$ cat config.mk
export PLATFORM = sky130hd
export DESIGN_NAME = ntt_stage_sequencer
export DESIGN_NICKNAME = d
export VERILOG_FILES = /design/src/rtl/ntt_pkg.sv /design/src/rtl/ntt_delay_line.sv /design/src/rtl/ntt_stage_sequencer.sv
export SDC_FILE = /design/constraint.sdc
export NUM_CORES = 1
export LEC_CHECK = 0
export ABC_AREA = 1
export CORE_MARGIN = 2
export CORE_UTILIZATION = 25
export CTS_CLUSTER_SIZE = 28
export DETAILED_ROUTE_END_ITERATION = 8
export GPL_ROUTABILITY_DRIVEN = 0
export GPL_TIMING_DRIVEN = 0
export SLEW_MARGIN = 20
export SYNTH_ARGS = -nofsm -noshare
export SYNTH_HDL_FRONTEND = slang
export SYNTH_SLANG_ARGS = --single-unit
$ cat constraint.sdc
create_clock -name clk -period 9.9 [get_ports clk]
set_clock_uncertainty 0.15 [all_clocks]
set_input_delay 1.98 -clock clk [delete_from_list [all_inputs] [get_ports clk]]
set_output_delay 1.98 -clock clk [all_outputs]
set_load 0.03 [all_outputs]
$ cat src/rtl/ntt_pkg.sv
// Shared NTT constants, sequencer state encoding and twiddle index helper.
// Pure definitions: no latency, no flow control.
// Imported by the stage sequencer and the butterfly datapath.
package ntt_pkg;

  localparam int RING_SIZE = 1024;
  localparam int DATA_SIZE = 32;

  typedef enum logic [1:0] {
    IDLE,
    READ,
    DRAIN,
    DONE
  } seq_state_t;

  // Twiddle group base for this stage plus the top 'stage' bits of k.
  function automatic int unsigned tw_index(input int unsigned stage,
                                           input int unsigned k,
                                           input int unsigned addr_w);
    return (32'd1 << stage) | (k >> (addr_w - stage));
  endfunction

endpackage

$ cat src/rtl/ntt_delay_line.sv
// Resettable fixed-depth shift register re-timing read-side controls to write-side.
// Latency: exactly DEPTH cycles, no bubbles, no reordering.
// No backpressure: advances every cycle.
module ntt_delay_line #(
  parameter int WIDTH = 1,
  parameter int DEPTH = 1
) (
  input  logic             clk,
  input  logic             rst,
  input  logic [WIDTH-1:0] din,
  output logic [WIDTH-1:0] dout
);

  logic [WIDTH-1:0] pipe [DEPTH];

  always_ff @(posedge clk or posedge rst) begin
    if (rst) begin
      for (int i = 0; i < DEPTH; i++) pipe[i] <= '0;
    end else begin
      pipe[0] <= din;
      for (int i = 1; i < DEPTH; i++) pipe[i] <= pipe[i-1];
    end
  end

  assign dout = pipe[DEPTH-1];

endmodule

$ cat src/rtl/ntt_stage_sequencer.sv
// Sequences in-place NTT butterfly stages: reads, twiddle/select generation, write-back.
// Latency: first read 1 cycle after start; done at 1+NSTAGE*(HALF+LAT) cycles.
// No backpressure: one butterfly per cycle; drain gap between stages avoids RAW hazards.
module ntt_stage_sequencer #(
  parameter int RING_SIZE  = ntt_pkg::RING_SIZE,
  parameter int PE_LATENCY = 4
) (
  input  logic                             clk,
  input  logic                             reset,
  input  logic                             start,
  output logic                             rd_en,
  output logic [$clog2(RING_SIZE/2)-1:0]   rd_addr,
  output logic [$clog2(RING_SIZE)-1:0]     twiddle_addr,
  output logic                             sel_a,
  output logic                             sel_b,
  output logic                             wr_en,
  output logic [$clog2(RING_SIZE/2)-1:0]   wr_addr,
  output logic [$clog2(RING_SIZE)-1:0]     stage,
  output logic                             last_stage,
  output logic                             busy,
  output logic                             done
);

  import ntt_pkg::*;

  localparam int HALF    = RING_SIZE / 2;
  localparam int ADDR_W  = $clog2(HALF);
  localparam int TW_W    = $clog2(RING_SIZE);
  localparam int NSTAGE  = $clog2(RING_SIZE);
  localparam int LAT     = PE_LATENCY + 1;
  localparam int DCNT_W  = $clog2(LAT);

  localparam logic [ADDR_W-1:0] K_LAST = ADDR_W'(HALF - 1);
  localparam logic [DCNT_W-1:0] D_LAST = DCNT_W'(LAT - 1);
  localparam logic [TW_W-1:0]   S_LAST = TW_W'(NSTAGE - 1);

  seq_state_t        state, state_nxt;
  logic [ADDR_W-1:0] k, k_nxt;
  logic [TW_W-1:0]   stg, stg_nxt;
  logic [DCNT_W-1:0] dcnt, dcnt_nxt;

  always_ff @(posedge clk or posedge reset) begin
    if (reset) begin
      state <= IDLE;
      k     <= '0;
      stg   <= '0;
      dcnt  <= '0;
    end else begin
      state <= state_nxt;
      k     <= k_nxt;
      stg   <= stg_nxt;
      dcnt  <= dcnt_nxt;
    end
  end

  always_comb begin
    state_nxt = state;
    k_nxt     = k;
    stg_nxt   = stg;
    dcnt_nxt  = dcnt;
    case (state)
      IDLE: begin
        if (start) begin
          state_nxt = READ;
          k_nxt     = '0;
          stg_nxt   = '0;
        end
      end
      READ: begin
        // k is exactly ADDR_W bits, so HALF-1 wraps to 0 for the next stage.
        k_nxt = k + 1'b1;
        if (k == K_LAST) begin
          state_nxt = DRAIN;
          dcnt_nxt  = '0;
        end
      end
      DRAIN: begin
        dcnt_nxt = dcnt + 1'b1;
        if (dcnt == D_LAST) begin
          if (stg == S_LAST) begin
            state_nxt = DONE;
          end else begin
            state_nxt = READ;
            stg_nxt   = stg + 1'b1;
          end
        end
      end
      DONE:    state_nxt = IDLE;
      default: state_nxt = IDLE;
    endcase
  end

  logic              reading;
  logic [ADDR_W-1:0] k_shr;
  logic [TW_W-1:0]   tw_d;
  logic              sel_d;

  always_comb begin
    reading = (state == READ);
    // Operand-pair select is the k bit just below the twiddle group bits.
    k_shr   = k >> (ADDR_W'(ADDR_W - 1) - stg[ADDR_W-1:0]);
    sel_d   = reading && (stg != S_LAST) && k_shr[0];
    tw_d    = '0;
    if (reading) tw_d = TW_W'(tw_index(32'(stg), 32'(k), ADDR_W));
  end

  always_ff @(posedge clk or posedge reset) begin
    if (reset) begin
      rd_en        <= 1'b0;
      rd_addr      <= '0;
      twiddle_addr <= '0;
      sel_a        <= 1'b0;
      stage        <= '0;
      last_stage   <= 1'b0;
      busy         <= 1'b0;
      done         <= 1'b0;
    end else begin
      rd_en        <= reading;
      rd_addr      <= reading ? k : '0;
      twiddle_addr <= tw_d;
      sel_a        <= sel_d;
      stage        <= stg;
      last_stage   <= (state == READ || state == DRAIN) && (stg == S_LAST);
      busy         <= (state == READ || state == DRAIN);
      done         <= (state == DONE);
    end
  end

  ntt_delay_line #(
    .WIDTH (1 + ADDR_W),
    .DEPTH (LAT)
  ) u_wr_delay (
    .clk  (clk),
    .rst  (reset),
    .din  ({rd_en, rd_addr}),
    .dout ({wr_en, wr_addr})
  );

  // The add/sub select is needed one cycle before write-back.
  ntt_delay_line #(
    .WIDTH (1),
    .DEPTH (LAT - 1)
  ) u_sel_delay (
    .clk  (clk),
    .rst  (reset),
    .din  (sel_a),
    .dout (sel_b)
  );

endmodule

; Word-level counts from Yosys, hierarchy flattened
; Index checks and enable logic that the tools add are counted.
[totals]
elab_cells = 68
out_inout_bits = 45
regBits = 112
input_bits = 3
[classes]
bitwise = 1
add_sub_neg = 5
reduce_logical = 12
shift = 3
muxes = 15
n_eq_ne = 11
[op_table]
columns = op, count
row1 = 10-bit two-way mux, 4
row2 = 9-bit by 32-bit right shift with 10-bit output, 1
row3 = 10-bit case mux with 2 select lines, 1
row4 = 9-bit two-way mux, 2
row5 = 9-bit case mux with 2 select lines, 1
row6 = "4-bit by 10-bit subtractor with 11-bit output, first input constant", 1
row7 = "10-bit by 1-bit adder with 10-bit output, second input constant", 1
row8 = "10-bit by 4-bit equality test with 1-bit output, second input constant", 1
row9 = "10-bit by 4-bit inequality test with 1-bit output, second input constant", 1
row10 = 10-bit OR, 1
row11 = "1-bit by 10-bit left shift with 10-bit output, first input constant", 1
row12 = "9-bit by 1-bit adder with 9-bit output, second input constant", 1
row13 = "9-bit equality test, second input constant", 1
row14 = 9-bit by 9-bit right shift with 1-bit output, 1
row15 = "4-bit by 9-bit subtractor with 9-bit output, first input constant", 1
row16 = 2-bit two-way mux, 4
row17 = 2-bit case mux with 4 select lines, 1
row18 = "2-bit inequality test, second input constant", 3
row19 = 3-bit case mux with 2 select lines, 1
row20 = 2-bit nonzero test, 3
row21 = "2-bit equality test, second input constant", 2
row22 = 2-bit AND reduction, 2
row23 = 4-bit AND reduction, 1
row24 = "3-bit by 1-bit adder with 3-bit output, second input constant", 1
row25 = 8 further kinds, 10

; Longest topological paths before layout
; Gate-level depths: netlist (run 1).
[logic_depth]
depth_word = 4
mapped_depth = 15
mapped_depth_nobuf = 14

; By module
; From an unflattened synthesis (run 1), not the netlist that was laid out.
[hier_totals]
cells_unflattened = 452
hier_area_um2 = 4648.2
[modules_own_cells]
columns = module, cells_each, n_inst, seq_area_each_um2, area_each_um2
row1 = ntt_stage_sequencer, 386, 1, 1451.4, 3214.3
row2 = ntt_delay_line at u_wr_delay, 61, 1, 1251.2, 1330.0
row3 = ntt_delay_line at u_sel_delay, 5, 1, 100.1, 103.8

; Least setup slack after synthesis (run 1)
; Ideal clock, no wire load.
[synth_timing]
path_kind = in2reg
from = input start
to = register k[7]
setup_ns = 0.077
t_arrival_ns = 2.731
cell_stages = 8
n_path_buf = 0
required_time_ns = 9.673
setup_slack_ns = 6.942
cell_sequence = nand2_1 -> o21ai_4 -> nand2_1 -> nor3_2 -> nand2_1 -> nor2_1 -> o21ai_0 -> a21oi_1
[synth_via]
elab_chain_len = 2
[synth_rtl]
columns = element, line_no
row1 = from (decl), ntt_stage_sequencer.sv:10  ; input logic start,
row2 = 2-bit inequality test (no source line), n/a
row3 = 2-bit AND reduction (no source line), n/a
row4 = to (signal assigned), ntt_stage_sequencer.sv:50  ; k <= k_nxt;
row5 = to (decl), ntt_stage_sequencer.sv:38  ; logic [ADDR_W-1:0] k, k_nxt;
; No other way between the ends.
; A chain may end at the register's enable or synchronous reset.

; Worst setup path in the final report (run 1)
[layout_timing]
from = register u_wr_delay.pipe, in the netlist u_wr_delay.dout[8]
to = output wr_addr[8]
[layout_lines]
columns = element, line_no
row1 = from (decl), ntt_delay_line.sv:14  ; logic [WIDTH-1:0] pipe [DEPTH];
row2 = to (decl), ntt_stage_sequencer.sv:17  ; output logic [$clog2(RING_SIZE/2)-1:0] wr_addr,
; No word-level cell between the ends.

==> results.md, run 1 <==
- Fin util: 31.6%
- CTS resizes: 0
- GRT Overall Usage: 9.57%
- Max Slew Vio Count: 0
- Data arrival, critical path: 1.43 ns
- Final hold slack: 0.190 ns
- Int Power: 638 µW
- Clock tree from TritonCTS: yes
- Cts bufs inserted: 9
- Die Span Y: 140 µm
- Yosys warnings: 0
- Placed Instance Area: 5380 µm²
- Final instance area: 5680 µm²
- Period utilization: 35.9%
- Sequential power share: 55.9%
- Dpl ws: 6.27 ns
- Setup bufs post-CTS: 0
- Number of global-route vias before repair: 3167
- Root buf cell: clkbuf_16
- CP endpoint kind: primary output
- Worst Path Required: 7.77 ns
- Most common cell in the netlist: dfrtp_1
- Antenna diode instance count: 0
- Status: completed
- P&R area growth vs syn: 23.7%
- Fmax: 281 MHz
- Rows: 49
- Synth area leaders: dfrtp_1, nand2_1, inv_1
- Mapped Nets: 468
- Max-cap viol count: 0
- Worst r2r src: stg[1]
- Worst-path cell chain: buf_4 -> clkdlybuf4s50_1
- Sequential area share after synthesis: 61.0%
- Avg WL per Cell: 12.0 µm
- Via total after detailed routing: 3214
- Die area: 19500 µm²
- Share of cells above drive strength 1: 12.6%
- Syn Inst Count: 453
- Drt first pass iters: 6
- CP max FO: 1
- First-pass GRT wire length: 15100 µm
- Worst Hold Class: reg -> reg
- Yosys top cell area share: 61.0%
- Starting DRT DRC Count: 185
- Commonest cells post-synth: dfrtp_1, nand2_1, inv_1
- Antenna violations before repair: 0
- Initial Util: 25.6%
- Clk sinks: 112
- Grt ovf: 0
- RSZ-0062 raised after global routing: no
- Overall Power: 818 µW
- Core area: 18000 µm²
- Final wirelength: 8930 µm
- Gate power share: 1.3%
- Slew HR: 65.5%
- Pwr dens: 144 nW/µm²
- Seq cells post-synth: 112
- Nets: 527
- Worst-margin pin slew: 0.518 ns
- Crit Path Class: reg -> out
- Setup TNS: 0 ns
- Final cell count without fillers: 746
- Filler instances: 1810
- Clock latency on the worst-skew pair: 0.35 ns
- Mean Syn Cell Area: 10.1 µm²
- CTS HTree Levels: 3
- HPWL Detailed: 6470 µm
- Crit-path max cell delay: 0.65 ns
- Setup violators final: 0
- Final worst path period need: 3.56 ns
- Max IR drop VDD: 0.0000709 V
- NetSw: 181 µW
- Ports: 48
- Placed Cells: 730
- Synthesized area: 4590 µm²
- Share of flip-flops with an asynchronous set or reset: 100%
- Worst setup margin: 6.34 ns
- IO buf count: 47
- Die width: 140 µm
- Largest net degree at the start of global routing: 71
- CP max stage cell: clkdlybuf4s50_1
- Cell taking the most area after synthesis: dfrtp_1
- Post-route ant nets: 0
- Clock network fraction of total power: 42.8%
- Via density per instance: 4.31
- Crit path from: u_wr_delay.dout[8]
- Leakage: 2.56 nW
- Maximum root-to-sink buffer count: 2
- Switching fraction of total power: 22.1%
- Hold buffer count at CTS: 0
- Remaining DRCs: 0
- Post-synth EDFFs: 0
- Distinct cells, synth: 36
- Clock transition at path regs: 0.08 ns
- Worst setup SP type: register
- Worst hold start: u_wr_delay.pipe[22]
- Final hold vios: 0
- Most used DFF post-synth: dfrtp_1
power by group through the flow:
stage	combinational, mW	clock (mW)	sequential, mW
after floorplan	0.00671	0	0.466
after global placement	0.00965	0	0.466
after detailed placement	0.0117	0	0.466
after CTS	0.0118	0.365	0.457
after global routing	0.0131	0.385	0.457
final	0.0108	0.350	0.457
layer usage:
metal	vias up	share of wire [%]	GRT usage [%]	wire, µm
li1	1562	-	-	-
met1	1522	45	11.9	4010
met2	111	46	15.4	4130
met3	19	6.7	2.68	597
met4	0	2.2	4.52	193
met5	-	0	0	0
worst max-delay path, delay by kind of cell (launching register included):
family,cells,cell delay (ns)
buffers and inverters,2,0.75
DFF,1,0.34
cells in the final DEF, fill, tap and decap left out, drive strengths merged:
| cell type | instances |
|---|---|
| o21a | 1 |
| buf | 19 |
| clkdlybuf4s50 | 47 |
| nor3 | 15 |
| o21ai | 35 |
| nand2 | 87 |
| dfrtp | 112 |
| nand3 | 29 |
| o221ai | 1 |
| o31ai | 5 |
| o211ai | 4 |
| or2 | 1 |
| clkbuf | 12 |
| ha | 12 |
| a21oi | 17 |
| xor2 | 10 |
| nor2 | 41 |
| clkinv | 7 |
| inv | 57 |
| nand4 | 5 |
flip-flops by register name, summed over array words and instances, names as in the netlist, 2 cells and up:
register,cells
twiddle_addr,10
u_wr_delay.dout,10
u_wr_delay.pipe,40
state,2
u_sel_delay.pipe,3
stage,10
k,9
dcnt,3
stg,10
rd_addr,9
worst paths after layout:
kind | endpoint | slack, ns | cells past startpoint
min in group asynchronous | u_sel_delay.dout | 1.87 | 2
max reg2reg | twiddle_addr[4] | 7.18 | 9
max in group asynchronous | k[3] | 7.08 | 3
max | wr_addr[8] | 6.34 | 2
min reg2reg | u_wr_delay.pipe[12] | 0.19 | 0
min | u_wr_delay.pipe[12] | 0.19 | 0
final cells by class:
cell class	count	area [µm²]	area share [%]
buffer	21	143	2.51
clock buffer	9	225	3.96
clock inverter	7	75.1	1.32
inverter	57	224	3.94
multi-input combinational	263	1430	25.1
sequential	112	2800	49.3
tap	229	287	5.04
timing repair buffer	48	498	8.76
logic make-up after synthesis:
logic type / after synthesis / synth area share [%]
adder cells (fa/ha/maj): 12 / 3.27
flip-flops: 112 / 61.0
XOR/XNOR: 10 / 1.91
AO/OA/AOI/OAI: 63 / 8.07
AND/OR/NAND/NOR: 178 / 17.8
buffers and inverters: 78 / 7.87
Note: power is estimated with default switching activity, not from simulation.
==> inputs of run 2 (changes only) <==
clock period = 3.3 ns   (was 9.9 ns; I/O delays follow)
==> run 2 against run 1 <==
Net effect:
- routed wire length down 0.50%
- sequential cell count unchanged
- via count decreased by 0.72%
- die area did not move
- non-clock buffer count grew 2
==> results.md, run 2 (synthesis gave the netlist of run 1 again) <==
- Share of cells above drive strength 1: 12.9%
- Antenna violations before repair: 0
- HPWL Detailed: 6550 µm
- Max IR drop VDD: 0.000364 V
- Filler instances: 1823
- Max Slew Vio Count: 0
- Reg area: 2800 µm²
- Worst-margin pin slew: 0.590 ns
- Max reg flops: 40
- Drt first pass iters: 4
- Top delay family on crit path: simple AND/OR/NAND/NOR gates
- Data arrival, critical path: 2.79 ns
- Final hold vios: 0
- Remaining DRCs: 0
- Starting DRT DRC Count: 201
- Most common cell after layout, fill and taps aside: dfrtp_1
- Avg WL per Cell: 11.9 µm
- Nets: 529
- Setup bufs post-CTS: 0
- Leakage: 2.57 nW
- Clock tree from TritonCTS: yes
- Initial Util: 25.6%
- Worst Path Required: 3.40 ns
- Clock latency on the worst-skew pair: 0.34 ns
- Largest net degree at the start of global routing: 36
- Final worst path period need: 2.69 ns
- Max-cap viol count: 0
- GRT Overall Usage: 9.56%
- Die width: 140 µm
- Fmax: 372 MHz
- RSZ-0062 raised after global routing: no
- Maximum root-to-sink buffer count: 2
- CP max stage cell: dfrtp_1
- Die area: 19500 µm²
- Setup TNS: 0 ns
- Via total after detailed routing: 3191
- Core area: 18000 µm²
- CTS HTree Levels: 3
- Status: completed
- CP max FO: 11
- Cts bufs inserted: 9
- Setup violators final: 0
- Multi-input logic area: 1430 µm²
- Crit-path max cell delay: 0.52 ns
- Final instance area: 5720 µm²
- Placed Instance Area: 5420 µm²
- Root buf cell: clkbuf_16
- Pwr dens: 429 nW/µm²
- Clk sinks: 112
- Worst Hold Class: reg -> reg
- Final wirelength: 8890 µm
- Biggest register: u_wr_delay.pipe
- P&R area growth vs syn: 24.6%
- Commonest non-fill, non-tap cells in the layout: dfrtp_1, nand2_1, inv_1
- IO buf count: 47
- Worst-path cell chain: inv_1 -> clkbuf_1 -> ha_1 -> inv_1 -> nand2_1 -> nand2_1 -> nor3_1 -> a21oi_1 -> a21oi_1
- CP endpoint kind: register
- Via density per instance: 4.27
- CTS resizes: 0
- Die Span Y: 140 µm
- Crit Path Class: reg -> reg
- First-pass GRT wire length: 15100 µm
- Worst setup SP type: register
- Antenna diode instance count: 0
- Hold buffer count at CTS: 0
- Ports: 48
- Grt ovf: 0
- Post-route ant nets: 0
- Number of global-route vias before repair: 3099
- Slew HR: 60.6%
- Crit path buf inv count: 3
- Rows: 49
- Period utilization: 81.5%
- Clock transition at path regs: 0.07 ns
[run 2: layer usage]
metal	track usage (%)	routed length (µm)	vias to the layer above
met2	14.5	4000	90
met5	0	0	-
met4	3.88	146	0
met3	3.13	586	8
met1	12.7	4150	1530
li1	-	-	1563
[run 2: layout make-up]
cell class	instances	area share [%]
inverters	57	3.89
multi-input cells	263	25.0
flip-flops and latches	112	49.0
clock buffers	9	3.94
repair buffers	50	9.41
well taps	229	5.01
clock inverters	7	1.31
plain buffers	21	2.49
[run 2: report_power, final]
| part | total, mW | leakage, nW | switching (mW) | internal (mW) |
|---|---|---|---|---|
| clock network | 1.04 | 0.148 | 0.509 | 0.536 |
| logic | 0.0380 | 1.10 | 0.0275 | 0.0105 |
| registers | 1.37 | 1.32 | 0 | 1.37 |
| total | 2.45 | 2.57 | 0.536 | 1.92 |
[run 2: worst register-to-register path: stages, from the launching register on]
cell      delay [ns]
dfrtp_1         0.52
inv_1           0.15
clkbuf_1        0.43
ha_1            0.33
inv_1           0.06
nand2_1         0.11
nand2_1         0.15
nor3_1          0.42
a21oi_1         0.12
a21oi_1         0.18
[run 2: worst paths after layout]
check | start | cells after the start | slack (ns) | endpoint
setup / recovery | stg[1] | 9 | 0.61 | twiddle_addr[4]
hold / removal | u_sel_delay.pipe[1] | 0 | 0.20 | u_sel_delay.dout
setup reg to reg | stg[1] | 9 | 0.61 | twiddle_addr[4]
hold reg to reg | u_sel_delay.pipe[1] | 0 | 0.20 | u_sel_delay.dout
max in group asynchronous | reset | 4 | 1.63 | rd_addr[6]
min in group asynchronous | reset | 2 | 0.58 | u_sel_delay.dout
[run 2: stage by stage]
step / utilization [%] / power [mW] / cells / hold slack (ns) / worst slack (ns)
after floorplan: - / 1.42 / 453 / 0.181 / 1.12
after global placement: 29.8 / 1.43 / 729 / 0.183 / 0.151
after detailed placement: 30.2 / 1.44 / 732 / 0.185 / 0.688
after CTS: 31.8 / 2.50 / 748 / 0.201 / 0.662
after global routing: 31.8 / 2.57 / 748 / 0.209 / 0.382
final: 31.8 / 2.45 / 748 / 0.199 / 0.610
==> inputs of run 3 (changes only) <==
clock period = 2.4 ns   (was 3.3 ns; I/O delays follow)
==> run 3 against run 2 <==
Net effect:
- maximum frequency up 17%
- hold slack about the same
- cell count up 0.13%
- via count up 0.75%
- design area up 0.46%
- power up 38%
- global-route usage about the same
- die area unchanged
- critical path type unchanged
- critical endpoint is now sel_a
- largest power group unchanged
==> results.md, run 3 (synthesis gave the netlist of run 1 again) <==
- FF-to-FF path depth: 9
- Worst r2r src: stg[1]
- Biggest register: u_wr_delay.pipe
- Switching fraction of total power: 21.9%
- Sequential power share: 55.8%
- Final wirelength: 8980 µm
- Ports: 48
- R2R Setup Slk: 0.11 ns
- Slew HR: 60.7%
- CP endpoint kind: register
- Cts bufs inserted: 9
- Worst Path Required: 2.50 ns
- Met2 WL: 4060 µm
- Worst Hold Class: reg -> reg
- Gate power share: 1.5%
- Crit path from: stg[1]
- Clock tree from TritonCTS: yes
- Worst-margin pin slew: 0.588 ns
- Clock latency on the worst-skew pair: 0.34 ns
- Grt ovf: 0
- Max Slew Vio Count: 0
- Period utilization: 95.5%
- Die area: 19500 µm²
- Number of global-route vias before repair: 3105
- Drt first pass iters: 4
- Wl on met1: 4170 µm
- IO buf count: 47
- Antenna diode instance count: 0
- GRT Overall Usage: 9.57%
- Status: completed
- Rows: 49
- P&R area growth vs syn: 25.1%
- Final hold vios: 0
- Die width: 140 µm
- Via density per instance: 4.29
- Largest net degree at the start of global routing: 36
- Critical Path Sink: sel_a
- WL met3: 547 µm
- Antenna violations before repair: 0
- CTS HTree Levels: 3
- Post-route ant nets: 0
- Placed Cells: 732
- Dpl ws: -0.212 ns
- Int Power: 2.64 mW
- Final worst path period need: 2.29 ns
- Worst setup SP type: register
- Data arrival, critical path: 2.39 ns
- Final cell count without fillers: 749
- Die Span Y: 140 µm
- Reg2Reg Capture Point: sel_a
- HPWL Detailed: 6550 µm
- Via total after detailed routing: 3215
- Clock network fraction of total power: 42.6%
- Top sig layer: met4
- Maximum root-to-sink buffer count: 2
- Root buf cell: clkbuf_16
- First-pass GRT wire length: 15100 µm
- Remaining DRCs: 0
- Max IR drop VDD: 0.000498 V
- Clock transition at path regs: 0.07 ns
- Final hold slack: 0.199 ns
- Crit Path Class: reg -> reg
- CP max FO: 8
- Most common cell after layout, fill and taps aside: dfrtp_1
- Clk sinks: 112
- Max-cap viol count: 0
- Nets: 530
- Starting DRT DRC Count: 168
- Max reg flops: 40
- Share of cells above drive strength 1: 14.0%
- Avg WL per Cell: 12.0 µm
- Fmax: 436 MHz
- Leakage: 2.56 nW
- Setup violators final: 0
- Core area: 18000 µm²
- RSZ-0062 raised after global routing: no
- Fin util: 32.0%
- Pwr dens: 588 nW/µm²
- Setup TNS: 0 ns
- Commonest non-fill, non-tap cells in the layout: dfrtp_1, nand2_1, clkdlybuf4s50_1
- Worst setup margin: 0.108 ns
- NetSw: 740 µW
- Initial Util: 25.6%
[run 3: cell count changes in the layout (fill, tap and decap cells not counted)]
cell and change:
ha_1 -1, buf_4 +2, nor3_2 +1, ha_2 +1, clkinvlp_4 +2, clkbuf_1 -1, nor3_1 -1, inv_1 -2
[run 3: power by group through the flow]
stage	logic [mW]	clock network (mW)	registers (mW)
floorplan	0.0281	0	1.92
global placement	0.0402	0	1.92
detailed placement	0.0560	0	1.92
CTS	0.0558	1.49	1.89
global route	0.0623	1.59	1.89
finish	0.0522	1.44	1.89
[run 3: area by class of cell]
class / instances / area, µm²
fill: 1823 / 12200
sequential: 112 / 2800
multi-input combinational: 263 / 1440
timing repair buffer: 52 / 553
tap: 229 / 287
inverter: 57 / 230
clock buffer: 9 / 225
buffer: 20 / 139
clock inverter: 7 / 75.1
[run 3: worst min-delay path by stage]
stage / from / endpoint / slack (ns) / cells after the start
after floorplan: u_sel_delay.pipe[1] / u_sel_delay.dout / 0.18 / 0
after global placement: u_wr_delay.pipe[22] / u_wr_delay.pipe[12] / 0.18 / 0
after detailed placement: u_wr_delay.pipe[11] / u_wr_delay.dout[1] / 0.18 / 0
after CTS: u_wr_delay.pipe[18] / u_wr_delay.dout[8] / 0.20 / 0
after global routing: u_wr_delay.pipe[43] / u_wr_delay.pipe[33] / 0.21 / 0
final: u_sel_delay.pipe[1] / u_sel_delay.dout / 0.20 / 0
[run 3: critical path: stages (launching register included)]
cell and delay (ns):
dfrtp_1 0.64, clkinvlp_4 0.23, buf_4 0.17, ha_1 0.35
inv_1 0.08, o211ai_1 0.10, nand2_1 0.08, nor2_1 0.11
o221ai_1 0.11, nor2_1 0.18
[run 3: layer usage]
layer,vias up,track usage [%]
li1,1563,-
met3,14,3.13
met1,1543,12.6
met5,-,0
met2,95,14.6
met4,0,3.88
[run 3: timing repair]
item / CTS / global route
endpoints found under the setup margin: 10 / 5
hold buffers: 0 / 0
setup buffers: 2 / 0
cloned: 0 / 0
resized for setup: 1 / 3
pin swaps: 0 / 0
[run 3: metrics by stage]
step | total power [mW] | area (µm²)
floorplan | 1.95 | 4600
global placement | 1.96 | 5350
detailed placement | 1.98 | 5420
CTS | 3.43 | 5740
global route | 3.54 | 5750
finish | 3.38 | 5750
